### config.mk
export PLATFORM = sky130hd
export DESIGN_NAME = instr_fetch
export DESIGN_NICKNAME = d
export VERILOG_FILES = /design/src/rtl/rv_core_pkg.sv /design/src/rtl/instr_fetch_if_out_reg.sv /design/src/rtl/instr_fetch.sv
export SDC_FILE = /design/constraint.sdc
export NUM_CORES = 1
export LEC_CHECK = 0
export ABC_AREA = 1
export ABC_CLOCK_PERIOD_IN_PS = 2100
export BUFFER_PORTS_ARGS = -buffer_cell sky130_fd_sc_hd__buf_4
export CAP_MARGIN = 20
export CORE_UTILIZATION = 47
export DETAILED_ROUTE_END_ITERATION = 10
export PLACE_DENSITY_LB_ADDON = 0.25
export SLEW_MARGIN = 20
export SYNTH_ARGS = -nofsm -noshare
export SYNTH_HDL_FRONTEND = slang
export SYNTH_HIERARCHICAL = 1
export SYNTH_SLANG_ARGS = --single-unit
### constraint.sdc
create_clock -name clk -period 2.1 [get_ports clk]
set_input_delay 0.42 -clock clk [delete_from_list [all_inputs] [get_ports clk]]
set_output_delay 0.42 -clock clk [all_outputs]
set_load 0.02 [all_outputs]
### src/rtl/rv_core_pkg.sv
// Shared core definitions: datapath width, reset PC, canonical NOP and the fetch FSM states.
// The FAULT state exists only when IF_MISALIGN_TRAP_EN is defined.
package rv_core_pkg;

  localparam int XLEN = 32;
  localparam logic [XLEN-1:0] RESET_PC  = 32'h0000_0000;
  localparam logic [XLEN-1:0] NOP_INSTR = 32'h0000_0013;

  typedef enum logic [2:0] {
    SETTLE,
    REQ,
    WAIT,
    DROP
`ifdef IF_MISALIGN_TRAP_EN
    , FAULT
`endif
  } fetch_state_e;

endpackage

### src/rtl/instr_fetch_if_out_reg.sv
// One-entry output register between fetch and decode.
// Priority: reset > flush > load > drain.
module if_out_reg
  import rv_core_pkg::*;
(
  input  logic            clk,
  input  logic            rst,
  input  logic            flush,
  input  logic            load,
  input  logic [XLEN-1:0] load_pc,
  input  logic [XLEN-1:0] load_instr,
  input  logic            load_misaligned,
  input  logic            if_ready,
  output logic            if_valid,
  output logic [XLEN-1:0] if_pc,
  output logic [XLEN-1:0] if_instr,
  output logic            if_misaligned
);

  // NOTE: sequential state uses non-blocking assignments so every register
  // samples pre-edge values regardless of block ordering.
  always_ff @(posedge clk) begin
    if (rst) begin
      if_valid      <= 1'b0;
      if_pc         <= '0;
      if_instr      <= NOP_INSTR;
      if_misaligned <= 1'b0;
    end else if (flush) begin
      if_valid      <= 1'b0;
      if_instr      <= NOP_INSTR;
      if_misaligned <= 1'b0;
    end else if (load) begin
      if_valid      <= 1'b1;
      if_pc         <= load_pc;
      if_instr      <= load_instr;
      if_misaligned <= load_misaligned;
    end else if (if_valid && if_ready) begin
      // if_pc is left as-is on drain; it is only meaningful while if_valid.
      if_valid      <= 1'b0;
      if_instr      <= NOP_INSTR;
      if_misaligned <= 1'b0;
    end
  end

endmodule

### src/rtl/instr_fetch.sv
// Instruction fetch stage: one outstanding imem request, one-entry output register, redirect flush.
// Optional: IF_MISALIGN_TRAP_EN traps on misaligned PCs instead of masking the low address bits.
module instr_fetch
  import rv_core_pkg::*;
(
  input  logic            clk,
  input  logic            rst,
  input  logic [XLEN-1:0] pc_in,
  output logic            pc_advance,
  output logic            pc_load,
  output logic [XLEN-1:0] pc_load_addr,
  output logic            imem_req_valid,
  output logic [XLEN-1:0] imem_req_addr,
  input  logic            imem_req_ready,
  input  logic            imem_rsp_valid,
  input  logic [XLEN-1:0] imem_rsp_data,
  input  logic            redirect_valid,
  input  logic [XLEN-1:0] redirect_pc,
  output logic            if_valid,
  input  logic            if_ready,
  output logic [XLEN-1:0] if_pc,
  output logic [XLEN-1:0] if_instr,
  output logic            if_misaligned
);

  fetch_state_e    state;
  logic [XLEN-1:0] req_pc;
  logic            can_load;
  logic            pc_misaligned;
  logic            req_fire;
  logic            rsp_load;
  logic            fault_load;

  // A new entry may be fetched only if it has somewhere to land.
  assign can_load = !if_valid || if_ready;

`ifdef IF_MISALIGN_TRAP_EN
  assign pc_misaligned = |pc_in[1:0];
  assign imem_req_addr = pc_in;
  assign fault_load    = (state == REQ) && can_load && pc_misaligned && !redirect_valid;
`else
  assign pc_misaligned = 1'b0;
  assign imem_req_addr = {pc_in[XLEN-1:2], 2'b00};
  assign fault_load    = 1'b0;
`endif

  assign imem_req_valid = (state == REQ) && can_load && !pc_misaligned;
  assign req_fire       = imem_req_valid && imem_req_ready;
  assign pc_advance     = req_fire && !redirect_valid;
  assign rsp_load       = (state == WAIT) && imem_rsp_valid && !redirect_valid;

  if_out_reg u_out_reg (
    .clk             (clk),
    .rst             (rst),
    .flush           (redirect_valid),
    .load            (rsp_load || fault_load),
    .load_pc         (fault_load ? pc_in : req_pc),
    .load_instr      (fault_load ? NOP_INSTR : imem_rsp_data),
    .load_misaligned (fault_load),
    .if_ready        (if_ready),
    .if_valid        (if_valid),
    .if_pc           (if_pc),
    .if_instr        (if_instr),
    .if_misaligned   (if_misaligned)
  );

  always_ff @(posedge clk) begin
    if (rst) begin
      state        <= SETTLE;
      pc_load      <= 1'b1;
      pc_load_addr <= RESET_PC;
      req_pc       <= RESET_PC;
    end else begin
      pc_load <= redirect_valid;
      if (redirect_valid) pc_load_addr <= redirect_pc;
      if (req_fire)       req_pc       <= pc_in;

      if (redirect_valid) begin
        // An accepted-but-unanswered request must have its response swallowed.
        case (state)
          REQ:     state <= req_fire       ? DROP   : SETTLE;
          WAIT:    state <= imem_rsp_valid ? SETTLE : DROP;
          DROP:    state <= imem_rsp_valid ? SETTLE : DROP;
          default: state <= SETTLE;
        endcase
      end else begin
        case (state)
          SETTLE: state <= REQ;
          REQ: begin
            if (req_fire) state <= WAIT;
`ifdef IF_MISALIGN_TRAP_EN
            else if (fault_load) state <= FAULT;
`endif
          end
          WAIT:    if (imem_rsp_valid) state <= REQ;
          DROP:    if (imem_rsp_valid) state <= REQ;
`ifdef IF_MISALIGN_TRAP_EN
          FAULT:   state <= FAULT;
`endif
          default: state <= SETTLE;
        endcase
      end
    end
  end

endmodule

==> results.md <==
- CP arrival: 1.50 ns
- GR met3 Demand/Resource: just over 7%
- Layout area overhead: 40.6%
- Synth cell types: 27
- Seq/Total Area, Yosys: 51.2%
- CTS tree: built
- Syn avg cell area: between 7 and 8 um2
- CTS Buf Count: 17
- Crit Path Category: reg -> out
- RSZ-0062 raised after global routing: false
- #FFs+latches synth: 133
- Delay-heaviest family, CP: flip-flops
- Post-route setup slack: between 0.15 and 0.2 ns
- GR Layer Usage met2: around two fifths
- Vias in the first global route: approximately 4500
- Layout cells sized above 1: 31.5%
- Most crowded layer after global routing: met2
- Drt pass-1 iters: 4
- Most frequent cells in the layout: buf_4 (238), nand2_1 (175), nor2_1 (133), dfxtp_1 (133), a21oi_1 (64)
- Post-DP HPWL: 9090 um
- Setup WS pre-CTS: roughly 0.066 ns
- Root buf cell: clkbuf_8
- GRT overflow: 0
- Global-route wire length before repair: approximately 21000 um
- Number of antenna violations at the first check in global routing: 0
- PortBufs: approximately 230
- Grt met1 use: 25.2%
- Final hold violations: 0
- Synth top area cells: dfxtp_1 (51%), nand2_1 (13%), nor2_1 (9.6%)
- DRT iter0 DRCs: 296
- Wirelength per Cell: around 13 um
- Final Cell Area: 0.00731 mm2
- Final std cells w/o fill: approximately 1000
- Least-Margin Pin Slew: approximately 0.95 ns
- Yosys top cell by area: dfxtp_1
- Slew HR: a little over a third
- Leakage dissipation: about 3.2 nW
- Fmax: a little over 500 MHz
- Top-level I/O count: between 200 and 250
- Yosys warning total: 6
- Critical path launch point type: register
- Worst path bufs/invs: 2
- Die H: between 100 and 150 um
- Final Util: between 60% and 70%
- Tcrit/Tclk final: roughly nine tenths
- Commonest non-fill, non-tap cell in the layout: buf_4
- Largest net degree at the start of global routing: 65
- Max Slew Vio Count: 0
- Clk_skew: 0.00427 ns
- Run status: finished clean
- Placed inst area: slightly below 0.007 mm2
- FF-to-FF setup slack: ~0.28 ns
- Max-cap viol count: 0
- Dpl cells: 1007
- Clock sinks: approximately 130
- Setup violations, final: 0
- Final ANT Viol Nets: 0
- Bufs on Longest Clock Path: 2
- Final RePlAce weighted congestion: 0.780
- Core Rows: 38
- Peak VDD IR: 0.000444 V
- Post-Route Setup TNS: 0 ns
- Gr usage total: a little under a quarter
- CP Max Fanout: 6
- # DRC: 0
- WHS Endpoint: state[1]
- CTS clk-pin slew, worst paths: ~0.06 ns
- Die ar.: ~0.011 mm2
- Chip width: roughly 110 um
- Reg2reg path depth: 8
- Nets: around 1000
- Worst Setup End Kind: output port
- Post-CTS Hold Buffers: 0
- Worst hold path depth: 2
- Vias: ~4900
- Power Density: 823 mW/mm2
- Clock latency on the worst-skew pair: ~0.52 ns
- Hold crit path type: in -> reg
- Vias per inst: around 4.8
- Hold_sp: rst
- FF-to-FF Start: state[1]
- Tmin final: 1.92 ns
- H-tree levels: 4
- Core area: 0.0108 mm2
- Initial core utilization: between 40% and 50%
- Post-CTS Setup Bufs: 0
- Synthesized instance count: around 700
- CP max stage delay: slightly above 0.4 ns
- Slowest-stage cell, CP: dfxtp_1
- Worst EP required: around 1.7 ns
- Total wire length: between 10000 and 15000 um
- CP Cell Sequence: inv_2 > nor2_4 > nand3_4 > nor2_1 > buf_4
- Synth top area share: roughly half
- # diodes: 0
- Mapped Area: between 0.005 and 0.006 mm2
- Reg-to-Reg End: u_out_reg/if_pc[24]
-- registers in the layout (all words and copies together), names as in the netlist --
| signal | count |
|---|---|
| pc_load_addr | 32 |
| pc_load | 1 |
| req_pc | 32 |
| u_out_reg/if_misaligned | 1 |
| u_out_reg/if_instr | 32 |
| u_out_reg/if_valid | 1 |
| state | 2 |
| u_out_reg/if_pc | 32 |
-- power breakdown --
group	switching (W)	leakage, nW	internal [W]
combinational	0.000358	1.90	0.000301
clock	0.00109	0.254	0.00162
sequential	0.0000436	1.08	0.00261
-- worst register-to-register path: cells and delay by family (launching register included) --
family	cells	cell delay (ns)
simple gates	5	0.73
flops	1	0.42
buf+inv	3	0.56
-- cell usage after synthesis --
| master | n |
|---|---|
| buf_2 | 12 |
| clkbuf_1 | 15 |
| nand2_1 | 175 |
| buf_6 | 3 |
| buf_4 | 39 |
| clkinv_2 | 1 |
| dfxtp_1 | 133 |
| nand3b_1 | 3 |
| nor2_4 | 1 |
| buf_1 | 4 |
| nand2_2 | 1 |
| o21ai_0 | 33 |
| nand3_1 | 30 |
| clkbuf_2 | 1 |
| nand3_4 | 1 |
| nor4_1 | 1 |
| a21oi_1 | 64 |
| inv_2 | 1 |
| nor2_2 | 1 |
| conb_1 | 1 |
| nor2_8 | 1 |
| nor2_1 | 133 |
| inv_6 | 1 |
| clkinv_1 | 1 |
| inv_1 | 39 |
| nand4_1 | 1 |
| or2_2 | 3 |
-- stage by stage --
step | hold WS [ns] | power, W
6_report | 0.0942 | 0.00602
3_5_place_dp | 0.455 | 0.00336
2_1_floorplan | 0.444 | 0.00307
4_1_cts | 0.0786 | 0.00606
5_1_grt | 0.0857 | 0.00625
3_3_place_gp | 0.453 | 0.00335
-- cells by family after synthesis --
group                  after synthesis  share of synthesized area [%]
DFF                                133                           51.2
and+or+nand+nor                    351                           27.3
other                                1                         0.0721
AOI/OAI and AO/OA                   97                           9.33
buffers and inverters              117                           12.1
-- worst max-delay path by stage --
| stage | end | slack, ns | depth (start not counted) | start |
|---|---|---|---|---|
| floorplan | u_out_reg/if_pc[16] | 0.34 | 10 | redirect_valid |
| global placement | u_out_reg/if_pc[18] | 0.14 | 8 | redirect_valid |
| detailed placement | u_out_reg/if_pc[25] | 0.07 | 8 | redirect_valid |
| CTS | u_out_reg/if_pc[24] | 0.16 | 8 | state[1] |
| global route | pc_advance | 0.07 | 5 | state[0] |
| finish | pc_advance | 0.18 | 5 | state[0] |
-- layout make-up --
type                            instances  area (um2)
Fill cell                             918        3480
Tap cell                              140         175
Clock buffer                           19         442
Sequential cell                       133        2660
Timing Repair Buffer                  240        1830
Multi-Input combinational cell        451        1930
Inverter                               43         168
Clock inverter                         12         108
-- metal layers --
layer,vias to the layer above,part of all wire [%]
li1,2507,-
met2,171,51
met3,32,7.6
met4,0,2.6
met5,-,0
met1,2232,39
-- repair_timing --
| action | in CTS | in global routing |
|---|---|---|
| resized for setup | 0 | 1 |
| endpoints found under the setup margin | 0 | 5 |
| hold endpoints to repair | 0 | 0 |
No activity file was read; power rests on OpenSTA's default activity.
